**src/rtl/axi4_lite_reg_slave.sv**
```systemverilog
// AXI4-Lite slave with a bank of NUM_REGS 32-bit read/write registers.
// The write and read channels run independent FSMs; all outputs are registered.
module axi4_lite_reg_slave #(
  parameter int unsigned NUM_REGS  = 16,
  parameter logic [31:0] RESET_VAL = 32'h0
) (
  input  logic                     aclk,
  input  logic                     rst_n,
  input  logic [31:0]              awaddr,
  input  logic                     awvalid,
  output logic                     awready,
  input  logic [31:0]              wdata,
  input  logic [3:0]               wstrb,
  input  logic                     wvalid,
  output logic                     wready,
  output logic [1:0]               bresp,
  output logic                     bvalid,
  input  logic                     bready,
  input  logic [31:0]              araddr,
  input  logic                     arvalid,
  output logic                     arready,
  output logic [31:0]              rdata,
  output logic [1:0]               rresp,
  output logic                     rvalid,
  input  logic                     rready,
  output logic [NUM_REGS*32-1:0]   regs_out
);

  localparam int unsigned IDX_W = $clog2(NUM_REGS);
  localparam logic [1:0] RESP_OKAY   = 2'b00;
  localparam logic [1:0] RESP_SLVERR = 2'b10;

  typedef enum logic {WS_IDLE, WS_RESP} wstate_t;
  typedef enum logic {RS_IDLE, RS_DATA} rstate_t;

  wstate_t     ws_q, ws_d;
  rstate_t     rs_q, rs_d;
  logic        aw_got_q, aw_got_d, w_got_q, w_got_d;
  logic        awready_q, awready_d, wready_q, wready_d;
  logic        bvalid_q, bvalid_d;
  logic [1:0]  bresp_q, bresp_d;
  logic        arready_q, arready_d, rvalid_q, rvalid_d;
  logic [1:0]  rresp_q, rresp_d;
  logic [31:0] rdata_q, rdata_d;
  logic [31:0] awaddr_q, wdata_q;
  logic [3:0]  wstrb_q;
  logic [31:0] regs_q [NUM_REGS];
  logic        commit;

  logic             aw_hs, w_hs, ar_hs;
  logic [31:0]      aw_eff, wd_eff;
  logic [3:0]       ws_eff;
  logic             w_in_range, r_in_range;
  logic [IDX_W-1:0] w_idx, r_idx;
  logic             unused_addr_bits;

  assign aw_hs  = awvalid && awready_q;
  assign w_hs   = wvalid && wready_q;
  assign ar_hs  = arvalid && arready_q;
  // A handshake on the commit edge itself must use the live bus values.
  assign aw_eff = aw_hs ? awaddr : awaddr_q;
  assign wd_eff = w_hs ? wdata : wdata_q;
  assign ws_eff = w_hs ? wstrb : wstrb_q;

  assign w_in_range = (aw_eff[31:IDX_W+2] == '0);
  assign w_idx      = aw_eff[IDX_W+1:2];
  assign r_in_range = (araddr[31:IDX_W+2] == '0);
  assign r_idx      = araddr[IDX_W+1:2];
  assign unused_addr_bits = ^{aw_eff[1:0], araddr[1:0]};

  always_comb begin
    ws_d      = ws_q;
    aw_got_d  = aw_got_q;
    w_got_d   = w_got_q;
    awready_d = awready_q;
    wready_d  = wready_q;
    bvalid_d  = bvalid_q;
    bresp_d   = bresp_q;
    commit    = 1'b0;
    unique case (ws_q)
      WS_IDLE: begin
        if (aw_hs) aw_got_d = 1'b1;
        if (w_hs)  w_got_d  = 1'b1;
        if (aw_got_d && w_got_d) begin
          commit    = 1'b1;
          bvalid_d  = 1'b1;
          bresp_d   = w_in_range ? RESP_OKAY : RESP_SLVERR;
          awready_d = 1'b0;
          wready_d  = 1'b0;
          ws_d      = WS_RESP;
        end else begin
          awready_d = !aw_got_d;
          wready_d  = !w_got_d;
        end
      end
      WS_RESP: begin
        if (bready) begin
          bvalid_d  = 1'b0;
          aw_got_d  = 1'b0;
          w_got_d   = 1'b0;
          awready_d = 1'b1;
          wready_d  = 1'b1;
          ws_d      = WS_IDLE;
        end
      end
    endcase
  end

  // Read path samples regs_q, so a write committing on the same edge is not seen.
  always_comb begin
    rs_d      = rs_q;
    arready_d = arready_q;
    rvalid_d  = rvalid_q;
    rresp_d   = rresp_q;
    rdata_d   = rdata_q;
    unique case (rs_q)
      RS_IDLE: begin
        arready_d = 1'b1;
        if (ar_hs) begin
          rdata_d   = r_in_range ? regs_q[r_idx] : 32'h0;
          rresp_d   = r_in_range ? RESP_OKAY : RESP_SLVERR;
          rvalid_d  = 1'b1;
          arready_d = 1'b0;
          rs_d      = RS_DATA;
        end
      end
      RS_DATA: begin
        if (rready) begin
          rvalid_d  = 1'b0;
          arready_d = 1'b1;
          rs_d      = RS_IDLE;
        end
      end
    endcase
  end

  always_ff @(posedge aclk or negedge rst_n) begin
    if (!rst_n) begin
      ws_q      <= WS_IDLE;
      rs_q      <= RS_IDLE;
      aw_got_q  <= 1'b0;
      w_got_q   <= 1'b0;
      awready_q <= 1'b0;
      wready_q  <= 1'b0;
      bvalid_q  <= 1'b0;
      bresp_q   <= 2'b00;
      arready_q <= 1'b0;
      rvalid_q  <= 1'b0;
      rresp_q   <= 2'b00;
      rdata_q   <= 32'h0;
    end else begin
      ws_q      <= ws_d;
      rs_q      <= rs_d;
      aw_got_q  <= aw_got_d;
      w_got_q   <= w_got_d;
      awready_q <= awready_d;
      wready_q  <= wready_d;
      bvalid_q  <= bvalid_d;
      bresp_q   <= bresp_d;
      arready_q <= arready_d;
      rvalid_q  <= rvalid_d;
      rresp_q   <= rresp_d;
      rdata_q   <= rdata_d;
    end
  end

  always_ff @(posedge aclk) begin
    if (aw_hs) awaddr_q <= awaddr;
    if (w_hs) begin
      wdata_q <= wdata;
      wstrb_q <= wstrb;
    end
  end

  always_ff @(posedge aclk or negedge rst_n) begin
    if (!rst_n) begin
      for (int k = 0; k < NUM_REGS; k++) regs_q[k] <= RESET_VAL;
    end else if (commit && w_in_range) begin
      for (int b = 0; b < 4; b++)
        if (ws_eff[b]) regs_q[w_idx][8*b +: 8] <= wd_eff[8*b +: 8];
    end
  end

  always_comb begin
    regs_out = '0;
    for (int k = 0; k < NUM_REGS; k++) regs_out[32*k +: 32] = regs_q[k];
  end

  assign awready = awready_q;
  assign wready  = wready_q;
  assign bvalid  = bvalid_q;
  assign bresp   = bresp_q;
  assign arready = arready_q;
  assign rvalid  = rvalid_q;
  assign rresp   = rresp_q;
  assign rdata   = rdata_q;

endmodule

```
**config.mk**
```make
export PLATFORM = sky130hd
export DESIGN_NAME = axi4_lite_reg_slave
export DESIGN_NICKNAME = d
export VERILOG_FILES = /design/src/rtl/axi4_lite_reg_slave.sv
export SDC_FILE = /design/constraint.sdc
export NUM_CORES = 1
export LEC_CHECK = 0
export CORE_AREA = 5 5 254 256
export CTS_CLUSTER_SIZE = 20
export DETAILED_ROUTE_END_ITERATION = 6
export DIE_AREA = 0 0 259 261
export GPL_TIMING_DRIVEN = 0
export PLACE_DENSITY = 0.72
export SYNTH_ARGS = -nofsm -noshare
export SYNTH_HDL_FRONTEND = slang
export SYNTH_SLANG_ARGS = --single-unit
export TNS_END_PERCENT = 1
```
**constraint.sdc**
```tcl
create_clock -name aclk -period 3.57 [get_ports aclk]
set_input_delay 0.714 -clock aclk [delete_from_list [all_inputs] [get_ports aclk]]
set_output_delay 0.714 -clock aclk [all_outputs]
set_load 0.01 [all_outputs]
```
* After elaboration in Yosys (flattened, before gate mapping)
Cells that the tools add are included.
** Cells by class
- Bitwise gates (word level) :: 4
- Mux-type cells :: 55
- Magnitude comparators :: 3
- Reduce and logical (&&, ||, !) cells :: 14
- Eq/ne operators :: 4
** Operators with widths (count)
- 512-bit 2-to-1 mux :: 7
- 512-bit bitwise mux :: 4
- 32-bit demux with 4-bit select :: 4
- 32-bit 2-to-1 mux :: 6
- 32-bit binary-select mux with 4-bit select :: 1
- 26-bit zero test :: 2
- 24-bit 2-to-1 mux :: 1
- 1-bit 2-to-1 mux :: 18
- 1-bit one-hot mux with 2 select lines :: 9
- 16-bit 2-to-1 mux :: 1
- 5-bit greater-or-equal comparator, second input constant :: 2
- 4-bit NOT with 5-bit output :: 2
- 8-bit 2-to-1 mux :: 1
- 2-bit != test, second input constant :: 4
- 2-bit AND reduction :: 4
- 1-bit logical AND :: 6
- 5-bit by 1-bit less-than comparator with 1-bit output, second input constant :: 1
- 2-bit 2-to-1 mux :: 2
- 4-bit 2-to-1 mux :: 1
- 1-bit zero test :: 2
- 1-bit NOT :: 2
** Word-level totals
- Output and inout bits :: 553
- Register bits after elaboration :: 625
- Word-level logic and storage cells :: 112

* Depth between registers and ports, before layout
Gate-level depths: netlist (run 1).
- Word-level depth :: 18
- Mapped depth :: 7

* Worst setup path before layout (run 1)
OpenSTA, ideal clock, no wires.
- Path type :: input port to flip-flop
- Start :: input port awaddr[11]
- End :: register regs_q, in the netlist regs_out[304]
- Slack :: 0.524 ns
- Stages :: 7
- Buffers on the path :: 2
- Data arrival time :: 2.921 ns
- Setup time :: 0.125 ns
- Data required time :: 3.445 ns
- Path through :: or4_1 > or4_1 > buf_6 > a211oi_4 > buf_12 > nand3_4 > mux2_4
** On the way
- Cells in the longest elaborated chain, start to end :: 3
** Ends and longest elaborated chain
- start: declaration :: line 9 : input logic [31:0] awaddr,
- 32-bit 2-to-1 mux
- 26-bit zero test :: line 65 : assign w_in_range = (aw_eff[31:IDX_W+2] == '0);
- 1-bit logical AND :: line 178 : end else if (commit && w_in_range) begin
- end signal: indexed assignment :: line 180 : if (ws_eff[b]) regs_q[w_idx][8*b +: 8] <= wd_eff[8*b +: 8];
- end: declaration :: line 47 : logic [31:0] regs_q [NUM_REGS];
No other way between the ends.
A chain may end at the register's enable or synchronous reset.

* Final worst setup path (run 1)
- Start :: input port awaddr[22]
- End :: register regs_q, in the netlist regs_out[501]
Same word-level chain as after synthesis.

==> results of run 1 <==
-- placed cells by master, fill, tap and decap left out, types with 7 or more instances in the layout --
cell type	instances
a211oi_2	9
a31oi_1	9
buf_1	19
buf_2	7
clkbuf_1	90
clkbuf_16	73
clkbuf_8	15
clkdlybuf4s50_1	650
clkinv_2	7
dfrtp_1	555
dfxtp_1	66
inv_1	12
mux2_2	556
mux2_4	16
mux4_2	128
nand2_1	40
nand3_2	20
nand3_4	40
nor2_1	11
nor4_1	15
o22ai_1	65
o31ai_1	32
-- registers in the layout, indices dropped and copies added, names as in the netlist, 4 cells and up --
signal	cells
awaddr_q	30
rdata	32
regs_out	512
wdata_q	32
wstrb_q	4
-- worst max-delay path by stage --
stage	from	endpoint	slack, ns	cells past startpoint
2_1_floorplan	awaddr[11]	regs_out[304]$_DFFE_PN0P_	0.52	7
3_3_place_gp	rst_n	regs_out[102]$_DFFE_PN0P_	-22.29	1
3_5_place_dp	araddr[3]	rdata[27]$_DFFE_PN0P_	-0.83	6
4_1_cts	araddr[3]	rdata[4]$_DFFE_PN0P_	0.0006	6
5_1_grt	araddr[3]	rdata[3]$_DFFE_PN0P_	-0.07	6
6_report	awaddr[22]	regs_out[501]$_DFFE_PN0P_	0.06	6
-- power by group through the flow --
| stage | sequential [mW] | combinational (mW) | clock [mW] |
|---|---|---|---|
| 2_1_floorplan | 7.75 | 1.62 | 0 |
| 3_3_place_gp | 7.78 | 2.61 | 0 |
| 3_5_place_dp | 7.80 | 2.74 | 0 |
| 4_1_cts | 7.67 | 2.76 | 7.21 |
| 5_1_grt | 7.71 | 3.00 | 7.49 |
| 6_report | 7.67 | 2.77 | 7.12 |
-- cell families after synthesis --
family | after synthesis
DFF | 621
buffers and inverters | 117
and+or+nand+nor | 159
muxes | 707
other | 1
AOI/OAI and AO/OA | 135
-- per-layer routing --
layer	routed length (µm)	global-route usage	up-vias	part of all wire
met1	40300	0.378	10414	0.39
met4	3490	0.101	12	0.033
met2	52700	0.515	768	0.50
met5	75	0	-	0.00072
li1	-	-	8135	-
met3	7880	0.0783	177	0.075
-- worst reg2reg max path: stages (launching register included) --
cell and delay [ns]:
dfrtp_1 0.42, nand2_1 0.20, buf_2 0.25, a31oi_1 0.26, a211oi_1 0.94, nand3_2 0.64, mux2_2 0.48
-- through the flow --
| step | power, mW | cells | worst slack, ns |
|---|---|---|---|
| floorplan | 9.37 | 1741 | 0.524 |
| global placement | 10.4 | 3238 | -22.29 |
| detailed placement | 10.5 | 3243 | -0.826 |
| CTS | 17.6 | 3365 | 0.000636 |
| global route | 18.2 | 3367 | -0.0701 |
| finish | 17.6 | 3368 | 0.0612 |
-- cell type report --
class | count | area [µm²] | area share
Antenna cell | 2 | 5.00 | 0.000133
Buffer | 105 | 495 | 0.0132
Clock buffer | 109 | 2110 | 0.0561
Clock inverter | 13 | 148 | 0.00392
Inverter | 12 | 45.0 | 0.00120
Multi-Input combinational cell | 1003 | 11900 | 0.317
Sequential cell | 621 | 15200 | 0.404
Tap cell | 846 | 1060 | 0.0281
Timing Repair Buffer | 657 | 6660 | 0.177
-- what timing repair did --
item | in CTS | in global routing
buffers inserted | 0 | 0
pin swaps | 0 | 0
endpoints found under the setup margin | 21 | 45
resized for setup | 4 | 2
==> flow_metrics.py, run 1 <==
metrics = {
    "run_status": {
        "status": "completed",
    },
    "power_and_ir_drop": {
        "internal_power_mw": 12.6,
        "power_density_nw_per_um2": 466,
        "clkPwrFrac": 0.405,
        "p_switching_mw": 4.96,
        "power_frac_seq": 0.437,
        "peakVddDrop_uv": 436,
        "comb_power_share": 0.158,
        "p_leak_nw": 16.7,
        "sw_frac_of_total": 0.282,
    },
    "finish": {
        "fin_util": 0.605,
        "layout.nets": 2574,
        "layout-drive-gt1-share": 0.360,
        "stdcell_area_um2": 37700,
        "fillers": 4908,
        "syn2layout_area_growth_pct": 36.2,
    },
    "timing": {
        "period_share": 0.983,
        "tightest_slew_ns": 1.42,
        "fin_tns_setup_ns": 0,
        "hold_slack_ns": 0.0950,
        "hold_viol": 0,
        "timing.clock.skew_ns": 0.0144,
        "finalSetupViolCount": 0,
        "rsz0062_at_grt": "yes",
        "max_freq_mhz": 285,
        "maxSlewViolCount": 0,
        "slew_headroom": 0.0518,
        "min_period_ns": 3.51,
    },
    "die": {
        "die_w_um": 259,
        "core-area_um2": 62300,
        "start_util": 0.444,
        "rows": 92,
        "dieArea_um2": 67600,
        "ios": 660,
        "die_y_um": 261,
    },
    "place": {
        "dp_hpwl_um": 77400,
        "place.port_buffers": 651,
        "gp_congestion": 0.866,
        "dpl_cell_area_um2": 35400,
    },
    "critical_path": {
        "required_ns": 4.04,
        "crit_fanout": 8,
        "crit_arrival_ns": 3.98,
        "r2r-end": "regs_out[501]$_DFFE_PN0P_",
        "crit_path_end_kind": "register",
        "slowest_delay_ns": 0.97,
        "r2r-start": "awready$_DFFE_PN0P_",
        "reg2reg_depth": 6,
        "critPathLaunchType": "primary input",
        "critPathKind": "in -> reg",
        "path_cells": "clkdlybuf4s50_1, nor4_1, nand3_1, a211oi_1, nand3_2, mux2_2",
        "rrSetupSlack_ns": 0.25,
        "crit_family": "simple AND/OR/NAND/NOR gates",
        "cp_slowest_cell": "a211oi_1",
        "crit_buf_inv": 1,
    },
    "flow_run": {
        "max_cap_viol_count": 0,
    },
    "synth": {
        "synth_edf_count": 0,
        "synth_cell_types": 45,
        "ys_warn_count": 0,
        "synth_top_family_by_area": "multiplexers",
        "syn_area_per_cell_um2": 15.9,
        "ys_seq_area_frac": 0.550,
        "netlist_area_um2": 27700,
        "synth_xor_area_frac": 0,
        "synthTopCellsByArea": "dfrtp_1, mux2_2, mux4_2",
        "yosysMostFrequentCell": "mux2_2",
        "ys.flop_type": "dfrtp_1",
        "synthArstFlopShare": 0.894,
        "synth_mux_area_frac": 0.342,
        "synth-seq-cells": 621,
        "synth_fa_ha_area_frac": 0,
        "synth.largest_area_cell": "dfrtp_1",
        "synth_compound_area_frac": 0.0363,
        "yosys-top-cells-count": "mux2_2, dfrtp_1, mux4_2",
        "yosys.area_share.simple": 0.0524,
        "synthCells": 1740,
        "synth_top_area_frac": 0.502,
    },
    "worst_hold_path": {
        "min_path_type": "in -> async",
    },
    "clocking": {
        "clock_latency_ns": 0.59,
        "root_buffer": "clkbuf_16",
        "cts_tree": "yes",
        "cts_buffers": 67,
        "ctsHoldBuffers": 0,
        "clock_sinks": 621,
        "cts.htree.levels": 3,
        "clk_path_buf_depth": 3,
        "clk_pin_slew_ns": 0.06,
    },
    "route": {
        "wl_per_cell_um": 31.0,
        "route.detailed.drc": 0,
        "avgViaCountPerCell": 5.79,
        "routed_wl_um": 104000,
        "detail-route-antenna-nets": 0,
        "drt-initial-drc-count": 1338,
        "drt-pass1-iter-count": 5,
        "vias": 19506,
    },
    "global_route": {
        "grt_max_degree": 128,
        "track_usage": 0.302,
        "first_global_vias": 20624,
        "grt_antenna_before_repair": 9,
        "grt_overflow": 0,
        "grt_pass1_wl_um": 149000,
    },
}
Power figures use the tool's default switching activity.
==> run 2: changes to the inputs <==
--- a/config.mk
+++ b/config.mk
@@ -5,12 +5,13 @@
 export SDC_FILE = /design/constraint.sdc
 export NUM_CORES = 1
 export LEC_CHECK = 0
-export CORE_AREA = 5 5 254 256
+export CAP_MARGIN = 20
+export CORE_MARGIN = 5
+export CORE_UTILIZATION = 45
 export CTS_CLUSTER_SIZE = 20
 export DETAILED_ROUTE_END_ITERATION = 6
-export DIE_AREA = 0 0 259 261
 export GPL_TIMING_DRIVEN = 0
-export PLACE_DENSITY = 0.72
+export PLACE_DENSITY = 0.75
 export SYNTH_ARGS = -nofsm -noshare
 export SYNTH_HDL_FRONTEND = slang
 export SYNTH_SLANG_ARGS = --single-unit
==> constraint.sdc (replaced) <==
create_clock -name aclk -period 3.2 [get_ports aclk]
set_input_delay 0.64 -clock aclk [delete_from_list [all_inputs] [get_ports aclk]]
set_output_delay 0.64 -clock aclk [all_outputs]
set_load 0.01 [all_outputs]
==> run 2 against run 1 <==
The flow now finishes with violations (negative setup slack). Flip-flop and latch count did not move. Non-clock buffer count rose by 17. Largest cell class unchanged. Total power rose by 13%. Highest routed layer unchanged. Utilization rose by 2.3 points. Largest power group unchanged. Worst hold slack got worse by 0.027 ns. Count of clock-buffer cells in the layout fell by 12.
==> flow_metrics.py, run 2 (same netlist as run 1, synthesis figures left out) <==
metrics = {
    "power_and_ir_drop": {
        "p_switching_mw": 5.72,
        "finalPower_mw": 19.9,
        "power_density_nw_per_um2": 523,
        "clkPwrFrac": 0.407,
        "comb_power_share": 0.163,
        "power_frac_seq": 0.430,
        "p_leak_nw": 16.9,
        "sw_frac_of_total": 0.287,
        "peakVddDrop_uv": 469,
        "internal_power_mw": 14.2,
    },
    "route": {
        "vias": 19636,
        "drt-initial-drc-count": 1390,
        "drt-pass1-iter-count": 5,
        "routed_wl_um": 105000,
        "avgViaCountPerCell": 5.91,
        "detail-route-antenna-nets": 0,
        "route.detailed.drc": 0,
        "wl_per_cell_um": 31.5,
    },
    "timing": {
        "min_period_ns": 3.22,
        "maxSlewViolCount": 0,
        "period_share": 1.01,
        "slew_headroom": 0.234,
        "tightest_slew_ns": 1.15,
        "hold_viol": 0,
        "finalSetupViolCount": 5,
        "timing.final.ws_setup_ns": -0.0204,
        "timing.clock.skew_ns": 0.0230,
        "max_freq_mhz": 311,
        "rsz0062_at_grt": "yes",
    },
    "critical_path": {
        "r2r-end": "regs_out[511]$_DFFE_PN0P_",
        "crit_fanout": 8,
        "reg2reg_depth": 6,
        "crit_arrival_ns": 3.70,
        "required_ns": 3.68,
        "critPathKind": "in -> reg",
        "crit_path_end_kind": "register",
        "critPathLaunchType": "primary input",
        "rrSetupSlack_ns": 0.11,
        "r2r-start": "wready$_DFFE_PN0P_",
    },
    "run_status": {
        "status": "complete, but fails checks",
        "violations": "negative setup slack",
    },
    "die": {
        "core-area_um2": 60600,
        "start_util": 0.456,
        "die_w_um": 258,
        "rows": 90,
        "dieArea_um2": 66500,
        "die_y_um": 258,
        "ios": 660,
    },
    "flow_run": {
        "max_cap_viol_count": 0,
    },
    "clocking": {
        "clock_sinks": 621,
        "clk_path_buf_depth": 3,
        "cts_tree": "yes",
        "clk_pin_slew_ns": 0.06,
        "cts.htree.levels": 3,
        "cts_buffers": 68,
        "clock_latency_ns": 0.62,
        "root_buffer": "clkbuf_16",
    },
    "global_route": {
        "grt_pass1_wl_um": 150000,
        "track_usage": 0.307,
        "grt_antenna_before_repair": 7,
        "grt_max_degree": 112,
        "grt_overflow": 0,
        "first_global_vias": 20749,
    },
    "finish": {
        "layout.nets": 2592,
        "final_cell_mix": "clkdlybuf4s50_1, mux2_2, dfrtp_1",
        "final_common_cell": "clkdlybuf4s50_1",
        "syn2layout_area_growth_pct": 37.6,
        "layout-drive-gt1-share": 0.370,
        "multi_input_area_um2": 12100,
        "fillers": 4524,
        "register_area_um2": 15200,
        "largest_reg_flops": 512,
    },
    "place": {
        "dp_hpwl_um": 78100,
        "gp_congestion": 0.874,
        "pre_cts_ws_ns": -1.06,
        "place.port_buffers": 651,
    },
    "worst_hold_path": {
        "min_path_type": "in -> async",
    },
}
## run 2: layer usage
layer  vias to the layer above  GRT usage  routed length (µm)
met5                         -          0                  80
met4                        12      0.111                4390
met3                       219     0.0965                8690
met2                       871      0.510               51400
met1                     10368      0.382               40000
li1                       8166          -                   -
## run 2: layout make-up
| cell class | instances | area share |
|---|---|---|
| antenna | 1 | 0.0000658 |
| buffer | 104 | 0.0131 |
| clock buffer | 97 | 0.0511 |
| clock inverter | 27 | 0.00927 |
| inverter | 12 | 0.00118 |
| multi-input combinational | 1003 | 0.317 |
| sequential | 621 | 0.400 |
| tap | 782 | 0.0257 |
| timing repair buffer | 675 | 0.183 |
## run 2: power by group through the flow
stage / Clock (mW) / Sequential [mW] / Combinational (mW)
after floorplan: 0 / 8.64 / 1.81
after global placement: 0 / 8.68 / 2.91
after detailed placement: 0 / 8.70 / 3.12
after CTS: 8.20 / 8.56 / 3.13
after global routing: 8.50 / 8.60 / 3.49
final: 8.10 / 8.56 / 3.25
## run 2: worst max-delay path by stage
| stage | start | endpoint | slack (ns) | depth (start not counted) |
|---|---|---|---|---|
| 2_1_floorplan | awaddr[11] | regs_out[304]$_DFFE_PN0P_ | 0.23 | 7 |
| 3_3_place_gp | rst_n | regs_out[101]$_DFFE_PN0P_ | -22.55 | 1 |
| 3_5_place_dp | awaddr[20] | regs_out[360]$_DFFE_PN0P_ | -1.06 | 8 |
| 4_1_cts | awaddr[21] | regs_out[494]$_DFFE_PN0P_ | -0.17 | 6 |
| 5_1_grt | awaddr[20] | regs_out[442]$_DFFE_PN0P_ | -0.13 | 8 |
| 6_report | awaddr[11] | regs_out[463]$_DFFE_PN0P_ | -0.02 | 7 |
## run 2: metrics by stage
step                hold WS, ns  instance area (µm²)   util  cells  TNS (ns)
floorplan                 0.344                27700      -   1741         0
global placement          0.457                35200  0.580   3174         -
detailed placement        0.468                35500  0.586   3190   -387.78
CTS                      0.0731                37800  0.624   3313    -16.03
global route              0.113                38000  0.628   3322    -14.55
finish                   0.0684                38000  0.628   3322   -0.0570
## run 2: timing repair
item	4_1_cts	5_1_grt
resized for setup	4	35
hold buffers	0	0
buffers inserted	0	5
setup endpoints to repair	355	506
pin swaps	0	6
## run 2: worst max-delay path, cell delays in order
cell and delay (ns):
clkdlybuf4s50_1 0.42, or4_1 0.52, or4_1 0.48, buf_6 0.19
a211oi_4 0.48, nand3_2 0.51, mux2_2 0.44
